$ cat src/rtl/regfile_ctrl.sv
// regfile_ctrl: multi-cycle control FSM sequencing register-file reads, ALU work and writeback.
// Optional feature: define RC_ILLEGAL_TRAP_EN to trap illegal encodings in a HALT state.
module regfile_ctrl (
    input  logic        clk,
    input  logic        reset,
    input  logic        s,
    input  logic [15:0] in,
    output logic        w,
    output logic [2:0]  readnum,
    output logic [2:0]  writenum,
    output logic        write,
    output logic        loada,
    output logic        loadb,
    output logic        loadc,
    output logic        loads,
    output logic        asel,
    output logic        bsel,
    output logic        vsel,
    output logic [1:0]  shift,
    output logic [1:0]  aluop,
    output logic [15:0] sximm8,
    output logic        err
);
    typedef enum logic [2:0] {WAIT, DECODE, GET_A, GET_B, ALU, WR_REG, WR_IMM, HALT} state_t;
    typedef enum logic [2:0] {K_MOV_IMM, K_MOV_REG, K_MVN, K_ARITH, K_CMP, K_ILLEGAL} kind_t;

    typedef struct packed {
        logic       w;
        logic [2:0] readnum;
        logic [2:0] writenum;
        logic       write;
        logic       loada;
        logic       loadb;
        logic       loadc;
        logic       loads;
        logic       asel;
        logic       vsel;
        logic [1:0] shift;
        logic [1:0] aluop;
    } ctrl_t;

    state_t      state, next_state;
    logic [15:0] ir, next_ir;
    ctrl_t       ctrl;

    function automatic kind_t classify(input logic [4:0] opc_op);
        case (opc_op)
            5'b110_10:            return K_MOV_IMM;
            5'b110_00:            return K_MOV_REG;
            5'b101_11:            return K_MVN;
            5'b101_01:            return K_CMP;
            5'b101_00, 5'b101_10: return K_ARITH;
            default:              return K_ILLEGAL;
        endcase
    endfunction

    // Moore control word for a state, given the instruction held in that state.
    function automatic ctrl_t ctrl_for(input state_t st, input logic [15:0] iv);
        ctrl_t c;
        c = '0;
        case (st)
            WAIT:   c.w = 1'b1;
            GET_A:  begin c.readnum = iv[10:8]; c.loada = 1'b1; end
            GET_B:  begin c.readnum = iv[2:0];  c.loadb = 1'b1; end
            ALU: begin
                c.shift = iv[4:3];
                c.asel  = (iv[15:13] == 3'b110);
                c.aluop = c.asel ? 2'b00 : iv[12:11];
                if (classify(iv[15:11]) == K_CMP) c.loads = 1'b1;
                else                              c.loadc = 1'b1;
            end
            WR_REG: begin c.writenum = iv[7:5];  c.write = 1'b1; end
            WR_IMM: begin c.writenum = iv[10:8]; c.write = 1'b1; c.vsel = 1'b1; end
            default: ;
        endcase
        return c;
    endfunction

    // NOTE: every variable gets a default before the case so no latch is inferred.
    always_comb begin
        next_state = state;
        next_ir    = ir;
        case (state)
            WAIT: if (s) begin
                next_ir = in;
                // Register ops dispatch on the capture edge; that cycle stands in for DECODE.
                case (classify(in[15:11]))
                    K_MOV_REG, K_MVN: next_state = GET_B;
                    K_ARITH, K_CMP:   next_state = GET_A;
                    default:          next_state = DECODE;
                endcase
            end
            DECODE: begin
                if (classify(ir[15:11]) == K_MOV_IMM) next_state = WR_IMM;
                else begin
`ifdef RC_ILLEGAL_TRAP_EN
                    next_state = HALT;
`else
                    next_state = WAIT;
`endif
                end
            end
            GET_A:  next_state = GET_B;
            GET_B:  next_state = ALU;
            ALU:    next_state = (classify(ir[15:11]) == K_CMP) ? WAIT : WR_REG;
            WR_REG: next_state = WAIT;
            WR_IMM: next_state = WAIT;
`ifdef RC_ILLEGAL_TRAP_EN
            HALT:   next_state = HALT;
`else
            HALT:   next_state = WAIT;
`endif
            default: next_state = WAIT;
        endcase
    end

`ifdef RC_ILLEGAL_TRAP_EN
    logic halted;
    assign err = halted;
`else
    assign err = 1'b0;
`endif

    // NOTE: outputs are registered from the next state, so the async reset clears them immediately.
    always_ff @(posedge clk or posedge reset) begin
        if (reset) begin
            state  <= WAIT;
            ir     <= '0;
            ctrl   <= ctrl_for(WAIT, 16'h0000);
`ifdef RC_ILLEGAL_TRAP_EN
            halted <= 1'b0;
`endif
        end else begin
            state  <= next_state;
            ir     <= next_ir;
            ctrl   <= ctrl_for(next_state, next_ir);
`ifdef RC_ILLEGAL_TRAP_EN
            halted <= (next_state == HALT);
`endif
        end
    end

    assign {w, readnum, writenum, write, loada, loadb, loadc, loads, asel, vsel, shift, aluop} = ctrl;
    assign bsel   = 1'b0;
    assign sximm8 = {{8{ir[7]}}, ir[7:0]};
endmodule

$ cat config.mk
export PLATFORM = sky130hd
export DESIGN_NAME = regfile_ctrl
export DESIGN_NICKNAME = d
export VERILOG_FILES = /design/src/rtl/regfile_ctrl.sv
export SDC_FILE = /design/constraint.sdc
export NUM_CORES = 1
export LEC_CHECK = 0
export CAP_MARGIN = 15
export CORE_ASPECT_RATIO = 0.6
export CORE_UTILIZATION = 49
export CTS_CLUSTER_DIAMETER = 150
export DETAILED_ROUTE_END_ITERATION = 10
export PLACE_DENSITY = 0.93
export SLEW_MARGIN = 40
export SYNTH_ARGS = -nofsm -noshare
export SYNTH_HDL_FRONTEND = slang
export SYNTH_SLANG_ARGS = --single-unit
$ cat constraint.sdc
create_clock -name clk -period 3.07 [get_ports clk]
set_input_delay 0.307 -clock clk [delete_from_list [all_inputs] [get_ports clk]]
set_output_delay 0.307 -clock clk [all_outputs]
set_load 0.02 [all_outputs]
# ---- Word level (Yosys, flattened, before mapping)
# Index checks and enable logic that the tools add are counted.
dict set report word_totals {
  ff_bits 37
  output_inout_bits 36
  word_cells 86
}
dict set report op_classes {
  eq_ne 37
  muxes 26
  n_reduce_logical 9
}
# op count
set op_table {}
lappend op_table {{== test 5 bit (second input constant)} 18}
lappend op_table {{case mux 3 bit (5 select lines)} 3}
lappend op_table {{== test 3 bit (second input constant)} 11}
lappend op_table {{2-to-1 mux 16 bit} 2}
lappend op_table {{2-to-1 mux 3 bit} 9}
lappend op_table {{== test 3 x 2 -> 1 bit (second input constant)} 6}
lappend op_table {{case mux 3 bit (6 select lines)} 1}
lappend op_table {{OR reduction 2 bit} 5}
lappend op_table {{zero test 3 bit} 3}
lappend op_table {{case mux 4 bit (2 select lines)} 1}
lappend op_table {{== test 3 x 1 -> 1 bit (second input constant)} 2}
lappend op_table {{2-to-1 mux 1 bit} 6}
lappend op_table {{case mux 3 bit (2 select lines)} 1}
lappend op_table {{2-to-1 mux 4 bit} 1}
lappend op_table {{case mux 2 bit (2 select lines)} 1}
lappend op_table {{OR reduction 3 bit} 1}
lappend op_table {{2-to-1 mux 2 bit} 1}

# ---- Logic depth before layout (Yosys ltp)
# Gate-level depths: netlist of the first run.
dict set report logic_depth {
  ltp_word 15
  depth_mapped 6
  mapped_depth_nobuf 4
}

# ---- Worst setup path after synthesis of the first run
# OpenSTA, ideal clock, no wires.
dict set report synth_timing {
  path_kind {register to register}
  start {reg state[0]}
  end {reg ctrl, in the netlist loadc}
  setup_ps 119
  arrival_time_ps 1747
  required_ps 2951
  path_slack_ps 1204
  stages_incl_launch_ff 7
  path_buffers 2
  period_less_slack_ps 1866
  cell_sequence {dfrtp_1 -> buf_6 -> nor4b_4 -> buf_6 -> mux2i_1 -> nand4_2 -> o21a_1}
}
dict set report synth_via {
  elab_chain_len 9
  elab_cells_between_ends 25
  cone_classes {eq/ne (15); mux (7); reduce/logical (3)}
}
# item line_no
set synth_rtl {}
lappend synth_rtl {{from (decl)} 42} ;# state_t state, next_state;
lappend synth_rtl {{from (signal assigned)} 134} ;# state <= next_state;
lappend synth_rtl {{zero test 3 bit} 83} ;# case (state)
lappend synth_rtl {{2-to-1 mux 16 bit} 83}
lappend synth_rtl {{== test 5 bit} 47} ;# case (opc_op)
lappend synth_rtl {{OR reduction 2 bit} 47}
lappend synth_rtl {{case mux 3 bit (5 select lines)} 47}
lappend synth_rtl {{2-to-1 mux 3 bit} 61} ;# case (st)
lappend synth_rtl {{== test 3 bit} 69} ;# if (classify(iv[15:11]) == K_CMP) c.loads = 1'b1;
lappend synth_rtl {{2-to-1 mux 1 bit} 69}
lappend synth_rtl {{2-to-1 mux 3 bit *} 61}
lappend synth_rtl {{to (signal assigned)} 129} ;# ctrl <= ctrl_for(WAIT, 16'h0000);
lappend synth_rtl {{to (signal assigned)} 136} ;# ctrl <= ctrl_for(next_state, next_ir);
lappend synth_rtl {{to (decl)} 44} ;# ctrl_t ctrl;
# Every way passes the cells marked *; elsewhere a longest branch is shown, timed or not. The select of a mux whose other input is x is not followed.

# ---- Final worst setup path of the first run
dict set report layout_timing {
  start {reg state[0]}
  end {reg ctrl, in the netlist aluop[0]}
}
dict set report layout_via {
  elab_chain_len 5
  elab_cells_between_ends 16
  cone_classes {eq/ne (9); mux (5); reduce/logical (2)}
}
# item line_no
set layout_rtl {}
lappend layout_rtl {{== test 3 bit or zero test 3 bit (tied branches)} 83}
lappend layout_rtl {{OR reduction 3 bit (no line) or 2-to-1 mux 16 bit (tied branches)} -}
lappend layout_rtl {{case mux 3 bit (6 select lines) or == test 3 bit (tied branches)} {83, 67}}
lappend layout_rtl {{== test 3 bit or 2-to-1 mux 2 bit (tied branches)} {61, 68}}
lappend layout_rtl {{2-to-1 mux 4 bit *} 61}
# Every way passes the cells marked *; elsewhere a longest branch is shown, timed or not.

==> results of run 1 <==
==> per-layer routing <==
| layer | routed length, um | share of wire [%] | vias up | GRT usage, % |
|---|---|---|---|---|
| met1 | 1540 | 46 | 546 | 24.7 |
| met5 | 0 | 0 | - | 0 |
| li1 | - | - | 530 | - |
| met2 | 1520 | 45 | 56 | 29.9 |
| met3 | 245 | 7.3 | 6 | 6.80 |
| met4 | 43 | 1.3 | 0 | 10.6 |
==> metrics by stage <==
| step | util [%] | power [mW] |
|---|---|---|
| floorplan | - | 1.54 |
| global placement | 64.2 | 1.74 |
| detailed placement | 64.2 | 1.79 |
| CTS | 66.7 | 2.11 |
| global route | 66.8 | 2.21 |
| finish | 66.8 | 2.10 |
==> power by group through the flow <==
stage	registers, mW	clock network (mW)	logic (mW)
after global routing	0.803	0.347	1.06
after floorplan	0.777	0	0.766
after global placement	0.775	0	0.968
after CTS	0.779	0.324	1.00
final	0.778	0.319	0.999
after detailed placement	0.788	0	0.999
==> worst max path at each step <==
stage | startpoint | to | slack, ns
2_1_floorplan | state[0] | loadc | 1.20
3_3_place_gp | s | readnum[1] | 0.87
3_5_place_dp | s | aluop[0] | 0.75
4_1_cts | state[0] | aluop[0] | 1.01
5_1_grt | state[0] | aluop[0] | 0.81
6_report | state[0] | aluop[0] | 1.0
==> worst register-to-register path: cells and delay by family (launching register included) <==
kind                   cells  cell delay [ns]
AO/OA/AOI/OAI              1             0.14
AND/OR/NAND/NOR            2             0.63
flip-flops                 1             0.49
multiplexers               1             0.44
buffers and inverters      1             0.29
==> layout make-up <==
class | count | area (um2)
multi-input combinational | 69 | 551
inverter | 7 | 26.3
fill | 245 | 1080
sequential | 37 | 927
tap | 45 | 56.3
clock buffer | 6 | 72.6
clock inverter | 2 | 10.0
timing repair buffer | 54 | 536
==> registers in the layout, indices dropped and copies added, names as in the netlist <==
name and count:
ir 16, readnum 3, state 3, writenum 3, aluop 2, shift 2
asel 1, loada 1, loadb 1, loadc 1, loads 1, vsel 1
w 1, write 1
==> cell usage in the layout, fill, tap and decap left out, drive strengths merged, types with 2 or more instances in the layout <==
cell and n:
nand3b 2, inv 7, nor2 4, nor2b 2, conb 2, a22o 3
nor3 8, nand2 4, buf 2, mux2 13, dfrtp 36, nand3 2
clkdlybuf4s50 52, clkinv 2, clkbuf 6, and2 2, a21oi 7, mux2i 3
==> kinds of logic after synthesis <==
group                  count (synthesis)
muxes                                 16
buffers and inverters                 29
DFF                                   37
AOI/OAI and AO/OA                     19
other                                  1
and+or+nand+nor                       32
==> impl_metrics.toml, run 1 <==
[status]
outcome = "finished clean"

[placed_design]
placed_area_mm2 = 0.00209
dp.cells = 212
dp_slack_ns = 0.754
gp_congestion = 0.895
hpwlAfterDp_mm = 2.47
portBuffers = 52

[cells_and_area]
area_growth_pct = 30.2
num_antenna_cells = 0
final_layout_size_suffix_gt1_share_pct = 15.4
final_cells = 220
final_nets = 193
final_area_mm2 = 0.00218

[logic_synthesis]
synth_cell_types = 38
synth_top_family_by_area = "simple AND/OR/NAND/NOR gates"
synth_top_area_share_pct = 53.9
yosys.area_share.simple_pct = 13.5
synthAdderAreaFrac_pct = 0
synthCells = 134
synthMostInstantiatedCell = "dfrtp_1"
synth_xor_xnor_area_share_pct = 0
synth_ff_type = "dfrtp_1"
avgSynthCellArea_um2 = 12.5
synth_area_mm2 = 0.00167
synthMuxAreaShare_pct = 10.8
synth_top_cell_by_area = "dfrtp_1"
synthArstFlopShare_pct = 100
ys_ff_latch = 37
ys_top_cells_by_count = "dfrtp_1 (36), buf_4 (18), mux2_2 (12)"
ys_warn_count = 0
synth_compound_area_share_pct = 8.15
ys_seq_area_share_pct = 55.4
synth.area.top_cells = "dfrtp_1 (54%), buf_4 (8.1%), mux2_2 (8.1%)"
synth_edf_count = 0

[sta]
setup_ws_ns = 0.997
period_share_pct = 67.5
rsz0062_at_grt = "false"
fin_setup_tns_ns = 0
setup_viol = 0
final_max_slew_viol_count = 0
holdWs_ns = 0.432
period_minus_slack_ns = 2.07
fin_worst_skew_ns = 0.00667
relSlewSlack_pct = 60.2
hold_viol = 0
worst_slew_pin_slew_ns = 0.595
max_freq_mhz = 482

[critical_path]
r2r_end = "aluop[0]"
cp_num_cells = 5
cp-start-kind = "flop"
critPathTopFamily = "simple AND/OR/NAND/NOR gates"
critPathRequiredTime_ns = 3.29
critPathSlowestCell = "dfrtp_1"
regToRegSetupSlack_ns = 1.0
r2r-start = "state[0]"
r2r_cells = 5
worstPathCellList = "nor4b_4 > buf_4 > mux2i_1 > o31ai_1 > nor2b_1"
crit_type = "flop to flop"
cp-end-kind = "flop"
crit_fanout = 12
crit_buf_inv = 1
cpPeakStageDelay_ns = 0.49
arrival_ns = 2.29

[clock_tree]
cts_tree = "done"
clk_latency_ns = 0.29
htree_levels = 2
cts-root-buf = "clkbuf_8"
path_clk_slew_ns = 0.07
ctsHoldBuffers = 0
cts_made_buffers = 5
cts_max_path_buffers = 2
clkSinkCount = 37
cts-resized-gates = 0
postCtsSetupBuffers = 0

[run]
cap_viol_max_count = 0

[power]
power_switching_mw = 0.806
cellLeakagePower_nw = 0.966
peakVddDrop_mv = 0.566
comb_power_share_pct = 47.7
intPower_mw = 1.29
p_per_area_mw_per_mm2 = 962
swShare_pct = 38.4
pwr-share-clk_pct = 15.2
sequentialPowerShare_pct = 37.1

[grt]
grt_max_degree = 38
grt_pass1_wl_mm = 5.04
antenna_found_initial = 0
grt_use_total_pct = 19.3
overflow = 0
grt_pass1_vias = 1043

[die]
fp.dieW_um = 77.4
initial_core_util_pct = 51.3
core-area_mm2 = 0.00326
die_h_um = 47.3
io_pins = 55
row_count = 16
dieArea_mm2 = 0.00366

[worst_hold_path]
hp-class = "input port to async pin"

[detailed_routing]
firstDrtPassIters = 4
drc = 0
drtIter0Drc = 51
vias = 1138
ant_nets = 0
via_per_inst = 5.17
wirelength_mm = 3.35
routedWlPerCell_um = 15.2
Note: power is estimated with default switching activity, not from simulation.
==> run 2: changes to the inputs <==
--- a/config.mk
+++ b/config.mk
@@ -7,10 +7,10 @@
 export LEC_CHECK = 0
 export CAP_MARGIN = 15
 export CORE_ASPECT_RATIO = 0.6
-export CORE_UTILIZATION = 49
+export CORE_UTILIZATION = 41
 export CTS_CLUSTER_DIAMETER = 150
 export DETAILED_ROUTE_END_ITERATION = 10
-export PLACE_DENSITY = 0.93
+export PLACE_DENSITY = 0.84
 export SLEW_MARGIN = 40
 export SYNTH_ARGS = -nofsm -noshare
 export SYNTH_HDL_FRONTEND = slang
==> constraint.sdc (replaced) <==
create_clock -name clk -period 1.84 [get_ports clk]
set_input_delay 0.184 -clock clk [delete_from_list [all_inputs] [get_ports clk]]
set_output_delay 0.184 -clock clk [all_outputs]
set_load 0.02 [all_outputs]
==> impl_metrics.toml, run 2 (synthesis gave the netlist of run 1 again) <==
[power]
peakVddDrop_mv = 0.709
cellLeakagePower_nw = 1.05
p_per_area_mw_per_mm2 = 1660

[sta]
period_share_pct = 99.9
fin_worst_skew_ns = 0.00419
setup_viol = 0
worst_slew_pin_slew_ns = 0.598
hold_viol = 0
final_max_slew_viol_count = 0
rsz0062_at_grt = "true"
period_minus_slack_ns = 1.84
relSlewSlack_pct = 60.0
max_freq_mhz = 544

[clock_tree]
postCtsSetupBuffers = 0
clkSinkCount = 37
htree_levels = 2
path_clk_slew_ns = 0.07
cts_tree = "done"
ctsHoldBuffers = 0
cts_max_path_buffers = 2
cts_made_buffers = 5
clk_latency_ns = 0.29
cts-root-buf = "clkbuf_8"

[die]
initial_core_util_pct = 44.2
die_h_um = 51.5
row_count = 17
dieArea_mm2 = 0.00435
fp.dieW_um = 84.5
core-area_mm2 = 0.00379
io_pins = 55

[placed_design]
placed_area_mm2 = 0.00221
gp_congestion = 0.895
portBuffers = 52
hpwlAfterDp_mm = 2.59

[critical_path]
endpoint = "loadc"
cp-start-kind = "flop"
r2r_end = "loadc"
arrival_ns = 2.06
crit_type = "flop to flop"
crit_buf_inv = 2
r2r_cells = 5
critPathTopFamily = "multiplexers"
critPathSlowestCell = "mux2i_1"
worstPathCellList = "nor4b_4 > buf_4 > mux2i_1 > buf_4 > o21a_1"
regToRegSetupSlack_ns = 0.001
critPathRequiredTime_ns = 2.07
cp_num_cells = 5
crit_path_start = "state[1]"
cp-end-kind = "flop"
cpPeakStageDelay_ns = 0.50
r2r-start = "state[1]"
critical_path.most_common_cell = "buf_4"
crit_fanout = 4

[cells_and_area]
num_antenna_cells = 0
layout_commonest_cell = "clkdlybuf4s50_1"
largest-register = "ir"
largest_reg_flops = 16
utilization_pct = 62.5
final_layout_size_suffix_gt1_share_pct = 23.8
area_growth_pct = 41.5
final_nets = 207
final_area_mm2 = 0.00237
layout_common_cells = "clkdlybuf4s50_1 (52), dfrtp_1 (36), buf_4 (15)"

[detailed_routing]
drc = 7
routedWlPerCell_um = 15.3
wirelength_mm = 3.62
wl_met3_um = 361
drtIter0Drc = 78
firstDrtPassIters = 7
dr_wl_met2_mm = 1.52
via_per_inst = 4.95
vias = 1169
top_layer = "met4"
wl_met1_mm = 1.70
ant_nets = 0

[grt]
overflow = 0
grt_pass1_wl_mm = 5.85
grt_max_degree = 38
grt_pass1_vias = 1117
grt_use_total_pct = 18.8
antenna_found_initial = 0

[status]
violations = "design-rule violations"
outcome = "finished with violations"

[run]
cap_viol_max_count = 0

[worst_hold_path]
hp-class = "input port to async pin"
==> run 2: changes by cell type in the layout (fill, tap and decap cells not counted), moves of 2 or more <==
cell,delta
buf_4,+13
clkinv_2,-2
mux2i_1,-2
mux2i_4,+2
==> run 2: report_power, final <==
group | switching (mW) | internal [mW] | leakage (nW) | total (mW)
logic | 0.997 | 0.951 | 0.521 | 1.95
clock network | 0.268 | 0.441 | 0.0585 | 0.709
registers | 0.178 | 1.09 | 0.473 | 1.27
==> run 2: tightest hold or removal path, delay by kind of cell <==
kind                   cells  cell delay [ns]
buffers and inverters      3             0.84
==> run 2: per-stage QoR <==
stage,std cells,TNS [ns],setup slack (ns),hold slack (ns),power (mW)
detailed placement,228,-1.69,-0.249,0.512,3.12
floorplan,135,-0.0268,-0.0193,0.331,2.58
global route,236,-0.258,-0.0869,0.352,4.15
finish,236,0,0.00134,0.309,3.93
global placement,228,-0.994,-0.184,0.496,3.07
CTS,236,-0.00270,-0.00270,0.319,3.86
==> run 2: worst min path at each step <==
stage | start | end
6_report | reset | shift[0]
5_1_grt | reset | ir[5]
4_1_cts | reset | ir[9]
3_5_place_dp | ir[4] | ir[4]
3_3_place_gp | ir[10] | ir[10]
2_1_floorplan | in[12] | ir[12]
==> run 2: metal layers <==
| metal | vias up | track usage, % |
|---|---|---|
| li1 | 558 | - |
| met1 | 546 | 24.6 |
| met2 | 61 | 26.9 |
| met3 | 4 | 9.69 |
| met4 | 0 | 5.93 |
| met5 | - | 0 |
==> run 2: final cells by class <==
class                           count  area, um2
Tap cell                           47       58.8
Sequential cell                    37        927
Multi-Input combinational cell     69        594
Clock inverter                      1       30.0
Timing Repair Buffer               68        644
Inverter                            7       26.3
Clock buffer                        7       86.3
Fill cell                         310       1420
==> run 2: timing repair <==
action,in CTS,in global routing
resized for setup,1,6
endpoints found under the setup margin,2,6
endpoints found under the hold margin,0,0
gates cloned,0,0
pin swaps,0,1
